## config.mk

```make
export PLATFORM = sky130hd
export DESIGN_NAME = muldiv_unit_flat
export DESIGN_NICKNAME = d
export VERILOG_FILES = /design/src/rtl/muldiv_unit_if.sv /design/src/rtl/muldiv_unit.sv /design/src/flat_wrapper.sv
export SDC_FILE = /design/constraint.sdc
export NUM_CORES = 1
export LEC_CHECK = 0
export BUFFER_PORTS_ARGS = -buffer_cell sky130_fd_sc_hd__buf_2
export CAP_MARGIN = 20
export CORE_ASPECT_RATIO = 0.9
export CORE_UTILIZATION = 55
export DETAILED_ROUTE_END_ITERATION = 10
export MAX_ROUTING_LAYER = met4
export PLACE_DENSITY = 0.74
export REMOVE_ABC_BUFFERS = 1
export SLEW_MARGIN = 15
export SYNTH_ARGS = -nofsm -noshare
export SYNTH_HDL_FRONTEND = slang
export SYNTH_SLANG_ARGS = --single-unit
```

## constraint.sdc

```tcl
create_clock -name clk -period 10.15 [get_ports clk]
set_input_delay 0.5075 -clock clk [delete_from_list [all_inputs] [get_ports clk]]
set_output_delay 0.5075 -clock clk [all_outputs]
set_load 0.1 [all_outputs]
```

## src/rtl/muldiv_unit_if.sv

```systemverilog
// Request/result bundle between the pipeline EX stage and the multiply/divide unit.
// The pipeline is the master: it raises start for one cycle when busy is low; done pulses with the new HI/LO.
interface muldiv_unit_if #(
  parameter int WIDTH = 32
);
  logic             start;
  logic [1:0]       op;
  logic             Sign;
  logic [WIDTH-1:0] in1;
  logic [WIDTH-1:0] in2;
  logic             busy;
  logic             done;
  logic [WIDTH-1:0] hi;
  logic [WIDTH-1:0] lo;
  logic [1:0]       dbg_state;

  modport master (
    output start, op, Sign, in1, in2,
    input  busy, done, hi, lo, dbg_state
  );

  modport slave (
    input  start, op, Sign, in1, in2,
    output busy, done, hi, lo, dbg_state
  );
endinterface

```

## src/rtl/muldiv_unit.sv

```systemverilog
// Iterative MIPS multiply/divide unit with HI/LO: one radix-2 step per cycle on operand magnitudes,
// signs applied in a final FIX cycle. mthi/mtlo write in a single cycle while idle.
module muldiv_unit #(
  parameter int WIDTH = 32
) (
  input  logic         clk,
  input  logic         reset,
  muldiv_unit_if.slave bus
);
  localparam int CW = $clog2(WIDTH + 1);
  localparam logic [1:0] S_IDLE = 2'd0;
  localparam logic [1:0] S_CALC = 2'd1;
  localparam logic [1:0] S_FIX  = 2'd2;

  logic [1:0]         state_q, state_d;
  logic [CW-1:0]      cnt_q, cnt_d;
  logic [2*WIDTH-1:0] acc_q, acc_d;
  logic [WIDTH-1:0]   opnd_q, opnd_d;
  logic [WIDTH-1:0]   dvd_q, dvd_d;
  logic               is_div_q, is_div_d;
  logic               neg_res_q, neg_res_d;
  logic               neg_rem_q, neg_rem_d;
  logic               dz_q, dz_d;
  logic [WIDTH-1:0]   hi_q, hi_d;
  logic [WIDTH-1:0]   lo_q, lo_d;
  logic               busy_q, busy_d;
  logic               done_q, done_d;

  logic               a_neg, b_neg;
  logic [WIDTH-1:0]   a_mag, b_mag;
  logic [WIDTH:0]     mul_sum;
  logic [2*WIDTH-1:0] mul_next;
  logic [WIDTH:0]     rem_sh;
  logic [WIDTH-1:0]   rem_sub;
  logic [2*WIDTH-1:0] div_next;
  logic [2*WIDTH-1:0] prod;
  logic [WIDTH-1:0]   quo, rem;

  always_comb begin
    a_neg = bus.Sign & bus.in1[WIDTH-1];
    b_neg = bus.Sign & bus.in2[WIDTH-1];
    a_mag = a_neg ? (~bus.in1 + 1'b1) : bus.in1;
    b_mag = b_neg ? (~bus.in2 + 1'b1) : bus.in2;

    // Multiply: acc = {partial, multiplier}; add multiplicand on the low bit, shift right.
    mul_sum  = {1'b0, acc_q[2*WIDTH-1:WIDTH]} + (acc_q[0] ? {1'b0, opnd_q} : '0);
    mul_next = {mul_sum, acc_q[WIDTH-1:1]};

    // Divide: acc = {remainder, dividend/quotient}; shift left, keep the subtraction if it fits.
    rem_sh   = acc_q[2*WIDTH-1:WIDTH-1];
    rem_sub  = rem_sh[WIDTH-1:0] - opnd_q;
    div_next = (rem_sh >= {1'b0, opnd_q}) ? {rem_sub, acc_q[WIDTH-2:0], 1'b1}
                                          : {rem_sh[WIDTH-1:0], acc_q[WIDTH-2:0], 1'b0};

    prod = neg_res_q ? (~acc_q + 1'b1) : acc_q;
    quo  = neg_res_q ? (~acc_q[WIDTH-1:0] + 1'b1) : acc_q[WIDTH-1:0];
    rem  = neg_rem_q ? (~acc_q[2*WIDTH-1:WIDTH] + 1'b1) : acc_q[2*WIDTH-1:WIDTH];
  end

  always_comb begin
    state_d   = state_q;
    cnt_d     = cnt_q;
    acc_d     = acc_q;
    opnd_d    = opnd_q;
    dvd_d     = dvd_q;
    is_div_d  = is_div_q;
    neg_res_d = neg_res_q;
    neg_rem_d = neg_rem_q;
    dz_d      = dz_q;
    hi_d      = hi_q;
    lo_d      = lo_q;
    busy_d    = busy_q;
    done_d    = 1'b0;
    case (state_q)
      S_IDLE: begin
        if (bus.start) begin
          if (bus.op[1]) begin
            if (bus.op[0]) lo_d = bus.in1;
            else           hi_d = bus.in1;
          end else begin
            is_div_d  = bus.op[0];
            neg_res_d = a_neg ^ b_neg;
            neg_rem_d = a_neg;
            dz_d      = bus.op[0] & (bus.in2 == '0);
            dvd_d     = bus.in1;
            opnd_d    = bus.op[0] ? b_mag : a_mag;
            acc_d     = {{WIDTH{1'b0}}, (bus.op[0] ? a_mag : b_mag)};
            cnt_d     = CW'(WIDTH);
            busy_d    = 1'b1;
            state_d   = S_CALC;
          end
        end
      end
      S_CALC: begin
        acc_d = is_div_q ? div_next : mul_next;
        cnt_d = cnt_q - 1'b1;
        if (cnt_q == CW'(1)) state_d = S_FIX;
      end
      S_FIX: begin
        if (!is_div_q) begin
          hi_d = prod[2*WIDTH-1:WIDTH];
          lo_d = prod[WIDTH-1:0];
        end else if (dz_q) begin
          hi_d = dvd_q;
          lo_d = '1;
        end else begin
          hi_d = rem;
          lo_d = quo;
        end
        busy_d  = 1'b0;
        done_d  = 1'b1;
        state_d = S_IDLE;
      end
      default: begin
        busy_d  = 1'b0;
        state_d = S_IDLE;
      end
    endcase
  end

  always_ff @(posedge clk or posedge reset) begin
    if (reset) begin
      state_q   <= S_IDLE;
      cnt_q     <= '0;
      acc_q     <= '0;
      opnd_q    <= '0;
      dvd_q     <= '0;
      is_div_q  <= 1'b0;
      neg_res_q <= 1'b0;
      neg_rem_q <= 1'b0;
      dz_q      <= 1'b0;
      hi_q      <= '0;
      lo_q      <= '0;
      busy_q    <= 1'b0;
      done_q    <= 1'b0;
    end else begin
      state_q   <= state_d;
      cnt_q     <= cnt_d;
      acc_q     <= acc_d;
      opnd_q    <= opnd_d;
      dvd_q     <= dvd_d;
      is_div_q  <= is_div_d;
      neg_res_q <= neg_res_d;
      neg_rem_q <= neg_rem_d;
      dz_q      <= dz_d;
      hi_q      <= hi_d;
      lo_q      <= lo_d;
      busy_q    <= busy_d;
      done_q    <= done_d;
    end
  end

  assign bus.busy      = busy_q;
  assign bus.done      = done_q;
  assign bus.hi        = hi_q;
  assign bus.lo        = lo_q;
  assign bus.dbg_state = state_q;
endmodule
```

## src/flat_wrapper.sv

```systemverilog
// flat-port wrapper written by rule: the top's interface ports become plain ports
module muldiv_unit_flat 
#(
  parameter int WIDTH = 32
)
  (clk, reset, bus_start, bus_op, bus_Sign, bus_in1, bus_in2, bus_busy, bus_done, bus_hi, bus_lo, bus_dbg_state);
  muldiv_unit_if #(.WIDTH(WIDTH)) bus_i ();
  input  logic clk;
  input  logic reset;
  input wire logic [$bits(bus_i.start)-1:0] bus_start;
  input wire logic [$bits(bus_i.op)-1:0] bus_op;
  input wire logic [$bits(bus_i.Sign)-1:0] bus_Sign;
  input wire logic [$bits(bus_i.in1)-1:0] bus_in1;
  input wire logic [$bits(bus_i.in2)-1:0] bus_in2;
  output wire logic [$bits(bus_i.busy)-1:0] bus_busy;
  output wire logic [$bits(bus_i.done)-1:0] bus_done;
  output wire logic [$bits(bus_i.hi)-1:0] bus_hi;
  output wire logic [$bits(bus_i.lo)-1:0] bus_lo;
  output wire logic [$bits(bus_i.dbg_state)-1:0] bus_dbg_state;
  assign bus_i.start = bus_start;
  assign bus_i.op = bus_op;
  assign bus_i.Sign = bus_Sign;
  assign bus_i.in1 = bus_in1;
  assign bus_i.in2 = bus_in2;
  assign bus_busy = bus_i.busy;
  assign bus_done = bus_i.done;
  assign bus_hi = bus_i.hi;
  assign bus_lo = bus_i.lo;
  assign bus_dbg_state = bus_i.dbg_state;
  muldiv_unit #(.WIDTH(WIDTH)) u_core (.clk(clk), .reset(reset), .bus(bus_i));
endmodule
```

==> flow_metrics.tcl, run 1 <==
set metrics [dict create \
    dp_hpwl_um 39000 \
    port_buffers 137 \
    boundaryPins 138 \
    root_buffer "clkbuf_16" \
    post_cts_resize_count 0 \
    insertion_delay_ns 0.52 \
    rows 60 \
    period_share_pct 41.1 \
    syn_inst 2125 \
    grt_usage_pct 36.7 \
    worstPathMaxFanout 4 \
    die_h_um 167 \
    dr.pass1.iters 5 \
    rsz0062_at_grt "no" \
    min_path_type "in -> async" \
    cp_data_required_time_ns 10.56 \
    antenna_found_initial 3 \
    synthFlopType "dfrtp_1" \
    layout.nets 2301 \
    yosysWarnings 0 \
    core_area_mm2 0.0299 \
    syn_area_per_cell_um2 7.87 \
    cts_made_buffers 25 \
    finalSetupViolCount 0 \
    clkSlewWorstSetupHoldPaths_ns 0.06 \
    final_util_pct 61.8 \
    grt_overflow 0 \
    maxCapViolCount 0 \
    cp-start-kind "register" \
    area_delta_synth_final_pct 10.3 \
    synth-seq-cells 206 \
    drtAntennaViolNets 0 \
    wirelength_um 55300 \
    path_cells "inv_1, ha_1, inv_1, fa_1, a21oi_1, nor2b_1, a311oi_1, a31oi_1, o21ai_0, o21ai_0, a211o_1, a311oi_1, xnor2_1, a211o_1" \
    synth-seq-area-share_pct 30.8 \
    vias_per_cell 6.43 \
    maxSlewViolCount 0 \
    worstPathArrival_ns 4.58 \
    ctsHtreeMaxLevel 1 \
    crit_type "reg -> reg" \
    setup.worst_path.end_class "register" \
    layout-drive-gt1-share_pct 11.2 \
    worstMarginPinSlew_ns 1.03 \
    hold_viol_final 0 \
    crit_path_top_delay_cell "a311oi_1" \
    clockBufferDepth 3 \
    async_reset_ff_share_pct 100 \
    grt_pass1_wl_um 86600 \
    period_needed_ns 4.17 \
    cts.hold.buffers_added 0 \
    drtIter0Drc 1659 \
    skew_ns 0.00855 \
    grt_pass1_vias 15500 \
    num-fill-cells 2770 \
    relSlewSlack_pct 31.6 \
    cts_sinks 206 \
    synth_edf_count 0 \
    post_cts_buffers 0 \
    gp_congestion 0.946 \
    die_x_um 186 \
    syn-cell-area_mm2 0.0167 \
    synth_cell_types 72 \
    initial_core_util_pct 56.0 \
    status "completed" \
    max_stage_delay_ns 0.55 \
    drc 0 \
    finalSetupTns_ns 0 \
    routed-via-count 16600 \
    wl_per_cell_um 21.4 \
    dieArea_mm2 0.0311 \
    fmax_mhz 240 \
    grt_max_degree 88 \
    cts_tree "yes" \
]
[through the flow]
step | cells | instance area (um2) | hold WS, ns | worst slack [ns]
2_1_floorplan | 1970 | 16100 | 0.437 | 3.90
3_3_place_gp | 2532 | 17500 | 0.456 | 5.94
3_5_place_dp | 2532 | 17500 | 0.460 | 5.85
4_1_cts | 2575 | 18400 | 0.108 | 5.82
5_1_grt | 2581 | 18500 | 0.128 | 5.68
6_report | 2581 | 18500 | 0.0514 | 5.98
[synthesized netlist by cell type, types with 10 or more instances]
cell        n  area share [%]
o211ai_1   14            0.63
a21oi_1   217             6.5
nand2b_1   19            0.71
xor2_1    129             6.8
o41ai_1    11            0.58
xnor2_1    81             4.2
o21bai_1   11            0.49
nand2_1   278             6.2
o221ai_1   13            0.68
a211oi_1   55             2.5
nor3_1     27            0.81
a21o_1     61             2.7
ha_1       70             5.2
nor2b_1    11            0.41
and2_1     12            0.45
dfrtp_1   206              31
mux2_2     10            0.67
or2_2      13            0.49
a31oi_1    22            0.82
o22ai_1    14            0.52
and3_1     12            0.45
clkbuf_1  134             3.0
o31ai_1    23             1.0
or4_1      18            0.81
nand3_1    33            0.99
nor2_1    168             3.8
buf_1      15            0.34
mux2i_1    54             3.2
nor4_1     11            0.41
inv_1      65             1.5
or3_1      31             1.2
o21ai_0   170             5.1
a221oi_1   14            0.73
[flip-flops by register name, summed over array words and instances, names as in the netlist]
register              count
u_core.dz_q               1
u_core.is_div_q           1
u_core.acc_q             64
u_core.dvd_q             32
u_core.cnt_q              6
u_core.bus.hi            32
u_core.neg_rem_q          1
u_core.bus.done           1
u_core.bus.dbg_state      2
u_core.bus.busy           1
u_core.bus.lo            32
u_core.neg_res_q          1
u_core.opnd_q            32
[final cells by class]
class                      count  area, um2  share of cell area (%)
antenna                        3       7.51                  0.0407
clock inverter                10        178                   0.962
tap                          403        504                    2.73
clock buffer                  33        676                    3.66
sequential                   206       5160                    28.0
multi-input combinational   1699      10800                    58.4
timing repair buffer         162        910                    4.93
inverter                      65        251                    1.36
[final timing paths]
| path | startpoint | to | slack [ns] | depth (start not counted) |
|---|---|---|---|---|
| max | u_core.acc_q[31] | u_core.acc_q[62] | 5.98 | 14 |
| min | reset | u_core.bus.lo[21] | 0.05 | 2 |
| max reg2reg | u_core.acc_q[31] | u_core.acc_q[62] | 5.98 | 14 |
| min reg2reg | u_core.bus.lo[5] | u_core.bus.lo[5] | 0.47 | 1 |
| max in group asynchronous | reset | u_core.dvd_q[2] | 8.04 | 4 |
| min in group clk | bus_in1[11] | u_core.dvd_q[11] | 0.28 | 3 |
[worst max-delay path, delay by kind of cell, from the launching register on]
family | cells | cell delay (ns)
buffers and inverters | 2 | 0.32
adders and majority gates | 2 | 0.65
and+or+nand+nor | 1 | 0.08
DFF | 1 | 0.40
AOI/OAI and AO/OA | 8 | 2.50
xor gates and xnor gates | 1 | 0.10
[kinds of logic (layout without fill, tap and decap cells)]
kind of cell    after synthesis  count (layout)  share of synthesized area (%)
compound gates              691             691                           25.6
simple gates                661             661                           18.1
buf+inv                     220             270                           5.02
xor+xnor                    210             210                           11.0
flops                       206             206                           30.8
fa+ha+maj                    72              72                           5.47
mux                          65              65                           3.97
other cells                   0               3                              0
[per-layer routing]
metal / track usage [%] / share of wire [%]
met5: - / 0
met4: 16.5 / 4.9
met3: 4.61 / 7.8
met2: 55.5 / 45
met1: 48.9 / 42
[placed cells by master (no fill, tap or decap), types with 22 or more instances in the layout]
cell	Yosys	routed
nand2_1	278	278
a21oi_1	217	216
dfrtp_1	206	203
o21ai_0	170	170
nor2_1	168	167
buf_2	4	137
xor2_1	129	129
xnor2_1	81	81
ha_1	70	70
inv_1	65	63
a21o_1	61	61
a211oi_1	55	55
mux2i_1	54	54
nand3_1	33	33
or3_1	31	30
nor3_1	27	26
clkbuf_16	0	25
o31ai_1	23	23
buf_4	0	22
Power of run 1 is not shown: default switching activity piles up to over one toggle a cycle in this logic, so the estimate is an artifact.
==> run 2, diff against run 1 <==
==> constraint.sdc (replaced) <==
create_clock -name clk -period 4.2 [get_ports clk]
set_input_delay 0.21 -clock clk [delete_from_list [all_inputs] [get_ports clk]]
set_output_delay 0.21 -clock clk [all_outputs]
set_load 0.1 [all_outputs]
==> flow_metrics.tcl, run 2 (synthesis results as in run 1) <==
set metrics [dict create \
    initial_core_util_pct 56.0 \
    wirelength_um 56300 \
    finalSetupTns_ns 0 \
    relSlewSlack_pct 28.6 \
    gp_congestion 0.988 \
    irDropWorstVdd_mv 0.796 \
    area_delta_synth_final_pct 13.6 \
    final_common_cell "nand2_1" \
    p_clk_share_pct 12.3 \
    skew_ns 0.0187 \
    layout.nets 2357 \
    cts_made_buffers 24 \
    crit_type "reg -> reg" \
    grt_max_degree 131 \
    multi_input_area_mm2 0.0108 \
    drtAntennaViolNets 0 \
    clockBufferDepth 3 \
    power_switching_w 0.0102 \
    routed-via-count 16800 \
    powerDensity_mw_per_mm2 1010 \
    status "completed" \
    stdcell_area_mm2 0.0190 \
    rows 60 \
    post_cts_buffers 0 \
    die_h_um 167 \
    grt_usage_pct 37.0 \
    drc 0 \
    core_area_mm2 0.0299 \
    cp_data_required_time_ns 4.65 \
    vias_per_cell 6.38 \
    die_x_um 186 \
    grt_pass1_vias 15700 \
    dieArea_mm2 0.0311 \
    period_share_pct 93.6 \
    boundaryPins 138 \
    cts_tree "yes" \
    finalSetupViolCount 0 \
    dpl_cell_area_mm2 0.0178 \
    port_buffers 137 \
    wl_per_cell_um 21.3 \
    layout-drive-gt1-share_pct 12.5 \
    dp_hpwl_um 40200 \
    ctsHtreeMaxLevel 1 \
    cp-start-kind "register" \
    clkSlewWorstSetupHoldPaths_ns 0.06 \
    worstMarginPinSlew_ns 1.07 \
    intPower_w 0.00895 \
    cts_sinks 206 \
    rsz0062_at_grt "no" \
    num-fill-cells 2665 \
    fin_ws_ns 0.271 \
    setup.worst_path.end_class "register" \
    dr.pass1.iters 5 \
    seqPwrFrac_pct 22.1 \
    maxCapViolCount 0 \
    worstPathMaxFanout 10 \
    maxSlewViolCount 0 \
    antenna_found_initial 2 \
    period_needed_ns 3.93 \
    root_buffer "clkbuf_16" \
    dp_worst_setup_slack_ns 0.252 \
    swShare_pct 53.3 \
    grt_overflow 0 \
    regMostFlops "u_core.acc_q" \
    insertion_delay_ns 0.54 \
    grt_pass1_wl_um 87700 \
    layout_common_cells "nand2_1 (278), a21oi_1 (216), dfrtp_1 (203)" \
    min_path_type "in -> reg" \
    p_leak_nw 8.44 \
    register_area_mm2 0.00516 \
    combPwrFrac_pct 65.7 \
    drtIter0Drc 2003 \
    hold_viol_final 0 \
    fmax_mhz 255 \
    largest_reg_flops 64 \
    worstPathArrival_ns 4.38 \
]
run 2: cell count changes in the layout (fill, tap and decap cells not counted), moves of 2 or more:
cell	delta
dlygate4sd3_1	+27
buf_12	+3
clkbuf_1	-3
buf_4	+29
clkbuf_8	+6
clkinv_2	-2
run 2: timing repair:
| action | in CTS | in global routing |
|---|---|---|
| hold buffers | 27 | 0 |
| resized for setup | 0 | 1 |
| endpoints found under the setup margin | 0 | 1 |
| endpoints found under the hold margin | 153 | 0 |
run 2: metal layers:
metal | global-route usage [%] | up-vias | routed length, um
li1 | - | 7765 | -
met1 | 50.1 | 8045 | 23700
met2 | 54.9 | 868 | 25000
met3 | 5.37 | 147 | 4770
met4 | 15.9 | 0 | 2710
met5 | - | - | 0
run 2: final timing paths:
| check | startpoint | to | slack [ns] | cells after the start |
|---|---|---|---|---|
| worst max-delay path | u_core.acc_q[32] | u_core.bus.hi[31] | 0.27 | 10 |
| worst min-delay path | bus_in1[18] | u_core.dvd_q[18] | 0.02 | 3 |
| worst max register to register | u_core.acc_q[32] | u_core.bus.hi[31] | 0.27 | 10 |
| worst min register to register | u_core.bus.lo[4] | u_core.bus.lo[4] | 0.47 | 1 |
| max in group asynchronous | reset | u_core.dvd_q[4] | 2.73 | 4 |
| min in group asynchronous | reset | u_core.acc_q[19] | 0.44 | 3 |
run 2: worst max-delay path, cell delays in order, from the launching register on:
cell      delay, ns
dfrtp_1        0.50
or3_1          0.45
or4_4          0.56
or4_4          0.61
or4b_4         0.52
or3_4          0.35
or3_4          0.34
o21ai_2        0.13
xnor2_1        0.15
o221ai_2       0.11
a21oi_1        0.15
run 2: power groups by stage:
stage	Clock [W]	Combinational [W]	Sequential (W)
floorplan	0	0.00731	0.00616
global placement	0	0.0122	0.00416
detailed placement	0	0.0124	0.00420
CTS	0.00237	0.0125	0.00418
global route	0.00244	0.0137	0.00432
finish	0.00235	0.0126	0.00424
run 2: final cells by class:
type,count,area share (%)
Clock buffer,36,3.93
Antenna cell,2,0.0263
Timing Repair Buffer,219,7.46
Sequential cell,206,27.1
Clock inverter,7,0.724
Tap cell,403,2.65
Multi-Input combinational cell,1699,56.7
Inverter,65,1.32
run 2: through the flow:
stage	power, W	hold WS [ns]	utilization, %	cells
final	0.0192	0.0168	63.6	2637
after detailed placement	0.0166	0.460	59.7	2565
after floorplan	0.0135	0.315	-	1970
after global placement	0.0164	0.451	59.7	2564
after global routing	0.0205	0.0279	63.6	2637
after CTS	0.0190	0.00257	63.6	2635
No activity file was read; power rests on OpenSTA's default activity.
==> run 3, diff against run 2 <==
==> constraint.sdc (replaced) <==
create_clock -name clk -period 4.15 [get_ports clk]
set_input_delay 0.2075 -clock clk [delete_from_list [all_inputs] [get_ports clk]]
set_output_delay 0.2075 -clock clk [all_outputs]
set_load 0.1 [all_outputs]
==> flow_metrics.tcl, run 3 (synthesis results as in run 1) <==
set metrics [dict create \
    status "completed" \
    drtAntennaViolNets 0 \
    power_switching_w 0.0103 \
    multi_input_area_mm2 0.0108 \
    layout_common_cells "nand2_1 (278), a21oi_1 (216), dfrtp_1 (203)" \
    root_buffer "clkbuf_16" \
    intPower_w 0.00881 \
    swShare_pct 54.0 \
    worstPathArrival_ns 4.33 \
    max_stage_delay_ns 0.60 \
    finalSetupViolCount 0 \
    area_delta_synth_final_pct 12.6 \
    p_clk_share_pct 11.3 \
    drtIter0Drc 1676 \
    setup.worst_path.end_class "register" \
    crit_buf_inv 0 \
    dp_cells 2560 \
    maxSlewViolCount 0 \
    wirelength_um 56100 \
    crit_type "reg -> reg" \
    powerDensity_mw_per_mm2 1020 \
    gp_congestion 1.01 \
    dieArea_mm2 0.0311 \
    final_common_cell "nand2_1" \
    layout-drive-gt1-share_pct 12.1 \
    clkSlewWorstSetupHoldPaths_ns 0.06 \
    cp_data_required_time_ns 4.61 \
    grt_pass1_wl_um 86700 \
    crit_path_end "u_core.bus.hi[31]" \
    cts_made_buffers 23 \
    regMostFlops "u_core.acc_q" \
    reg2reg_slack_ns 0.27 \
    grt_overflow 0 \
    reg2reg_from "u_core.acc_q[33]" \
    crit_start "u_core.acc_q[33]" \
    rsz0062_at_grt "no" \
    drc 0 \
    cts_sinks 206 \
    die_h_um 167 \
    fmax_mhz 258 \
    rows 60 \
    p_leak_nw 8.35 \
    dr.pass1.iters 6 \
    port_buffers 137 \
    initial_core_util_pct 56.0 \
    relSlewSlack_pct 26.0 \
    antenna_found_initial 2 \
    crit_path_top_delay_cell "or4_4" \
    hold_slack_ns 0.00609 \
    post_cts_resize_count 0 \
    grt_pass1_vias 15700 \
    reg2reg_to "u_core.bus.hi[31]" \
    final_cells 2630 \
    post_cts_buffers 0 \
    seqPwrFrac_pct 22.3 \
    cp-start-kind "register" \
    wl_per_cell_um 21.3 \
    insertion_delay_ns 0.54 \
    worstMarginPinSlew_ns 1.11 \
    skew_ns 0.0317 \
    clockBufferDepth 3 \
    num-fill-cells 2719 \
    hold_viol_final 0 \
    min_path_type "in -> reg" \
    final_util_pct 63.0 \
    routed-via-count 16900 \
    combPwrFrac_pct 66.4 \
    period_share_pct 93.4 \
    cts.hold.buffers_added 26 \
    register_area_mm2 0.00516 \
    grt_usage_pct 36.7 \
    grt_max_degree 118 \
    worstPathMaxFanout 7 \
    path_cells "or3_1, or4_4, or4_4, or4b_4, or3_4, or3_4, o21ai_2, xnor2_1, o221ai_2, a21oi_1" \
    cp_num_cells 10 \
    period_needed_ns 3.88 \
    worstRegToRegCells 10 \
    irDropWorstVdd_mv 0.719 \
    ctsHtreeMaxLevel 1 \
    crit_family "simple AND/OR/NAND/NOR gates" \
    die_x_um 186 \
    layout.nets 2351 \
    core_area_mm2 0.0299 \
    boundaryPins 138 \
    largest_reg_flops 64 \
    dp_hpwl_um 40300 \
    maxCapViolCount 0 \
    vias_per_cell 6.44 \
    cts_tree "yes" \
]
[run 3: cell types whose count changed in the layout (fill, tap and decap cells not counted), sizes merged]
cell,previous run,this run
clkinv,2,3
dlygate4sd3,27,26
buf,192,188
inv,65,66
clkbuf,36,34
diode,2,1
clkinvlp,1,2
bufinv,4,2
[run 3: how the worst min path moves through the flow]
stage / startpoint / endpoint / slack [ns] / cells after the start
finish: bus_in1[17] / u_core.dvd_q[17] / 0.006 / 3
global route: bus_in1[9] / u_core.dvd_q[9] / 0.02 / 3
CTS: bus_in1[17] / u_core.dvd_q[17] / 0.004 / 3
detailed placement: reset / u_core.acc_q[19] / 0.45 / 2
global placement: reset / u_core.bus.lo[21] / 0.44 / 2
floorplan: bus_in1[10] / u_core.dvd_q[10] / 0.31 / 2
[run 3: per-layer routing]
metal / up-vias / global-route usage [%] / share of wire, % / routed length (um)
met5: - / - / 0 / 0
met4: 0 / 15.7 / 4.7 / 2650
met3: 164 / 4.11 / 8.2 / 4630
met2: 879 / 55.5 / 45 / 25200
met1: 8158 / 49.7 / 42 / 23700
li1: 7741 / - / - / -
[run 3: through the flow]
stage	setup slack, ns	power (W)	area (um2)	TNS, ns
floorplan	-2.10	0.0136	16100	-411.95
global route	0.109	0.0204	18800	0
finish	0.273	0.0192	18800	0
global placement	0.340	0.0165	17800	0
CTS	0.285	0.0190	18800	0
detailed placement	0.287	0.0167	17800	0
[run 3: power groups by stage]
| stage | clock (W) | sequential, W | combinational, W |
|---|---|---|---|
| 2_1_floorplan | 0 | 0.00623 | 0.00740 |
| 3_3_place_gp | 0 | 0.00419 | 0.0123 |
| 3_5_place_dp | 0 | 0.00423 | 0.0125 |
| 4_1_cts | 0.00217 | 0.00421 | 0.0126 |
| 5_1_grt | 0.00224 | 0.00436 | 0.0138 |
| 6_report | 0.00216 | 0.00427 | 0.0127 |
[run 3: final cells by class]
type,instances,area share (%)
Timing Repair Buffer,214,7.19
Sequential cell,206,27.4
Tap cell,403,2.68
Multi-Input combinational cell,1699,57.2
Inverter,65,1.34
Antenna cell,1,0.0133
Clock inverter,8,0.525
Clock buffer,34,3.65
[run 3: worst reg2reg max path, stage by stage (launching register included)]
cell and delay (ns):
dfrtp_1 0.46, or3_1 0.45, or4_4 0.56, or4_4 0.60, or4b_4 0.52, or3_4 0.35, or3_4 0.34, o21ai_2 0.13
xnor2_1 0.15, o221ai_2 0.10, a21oi_1 0.15
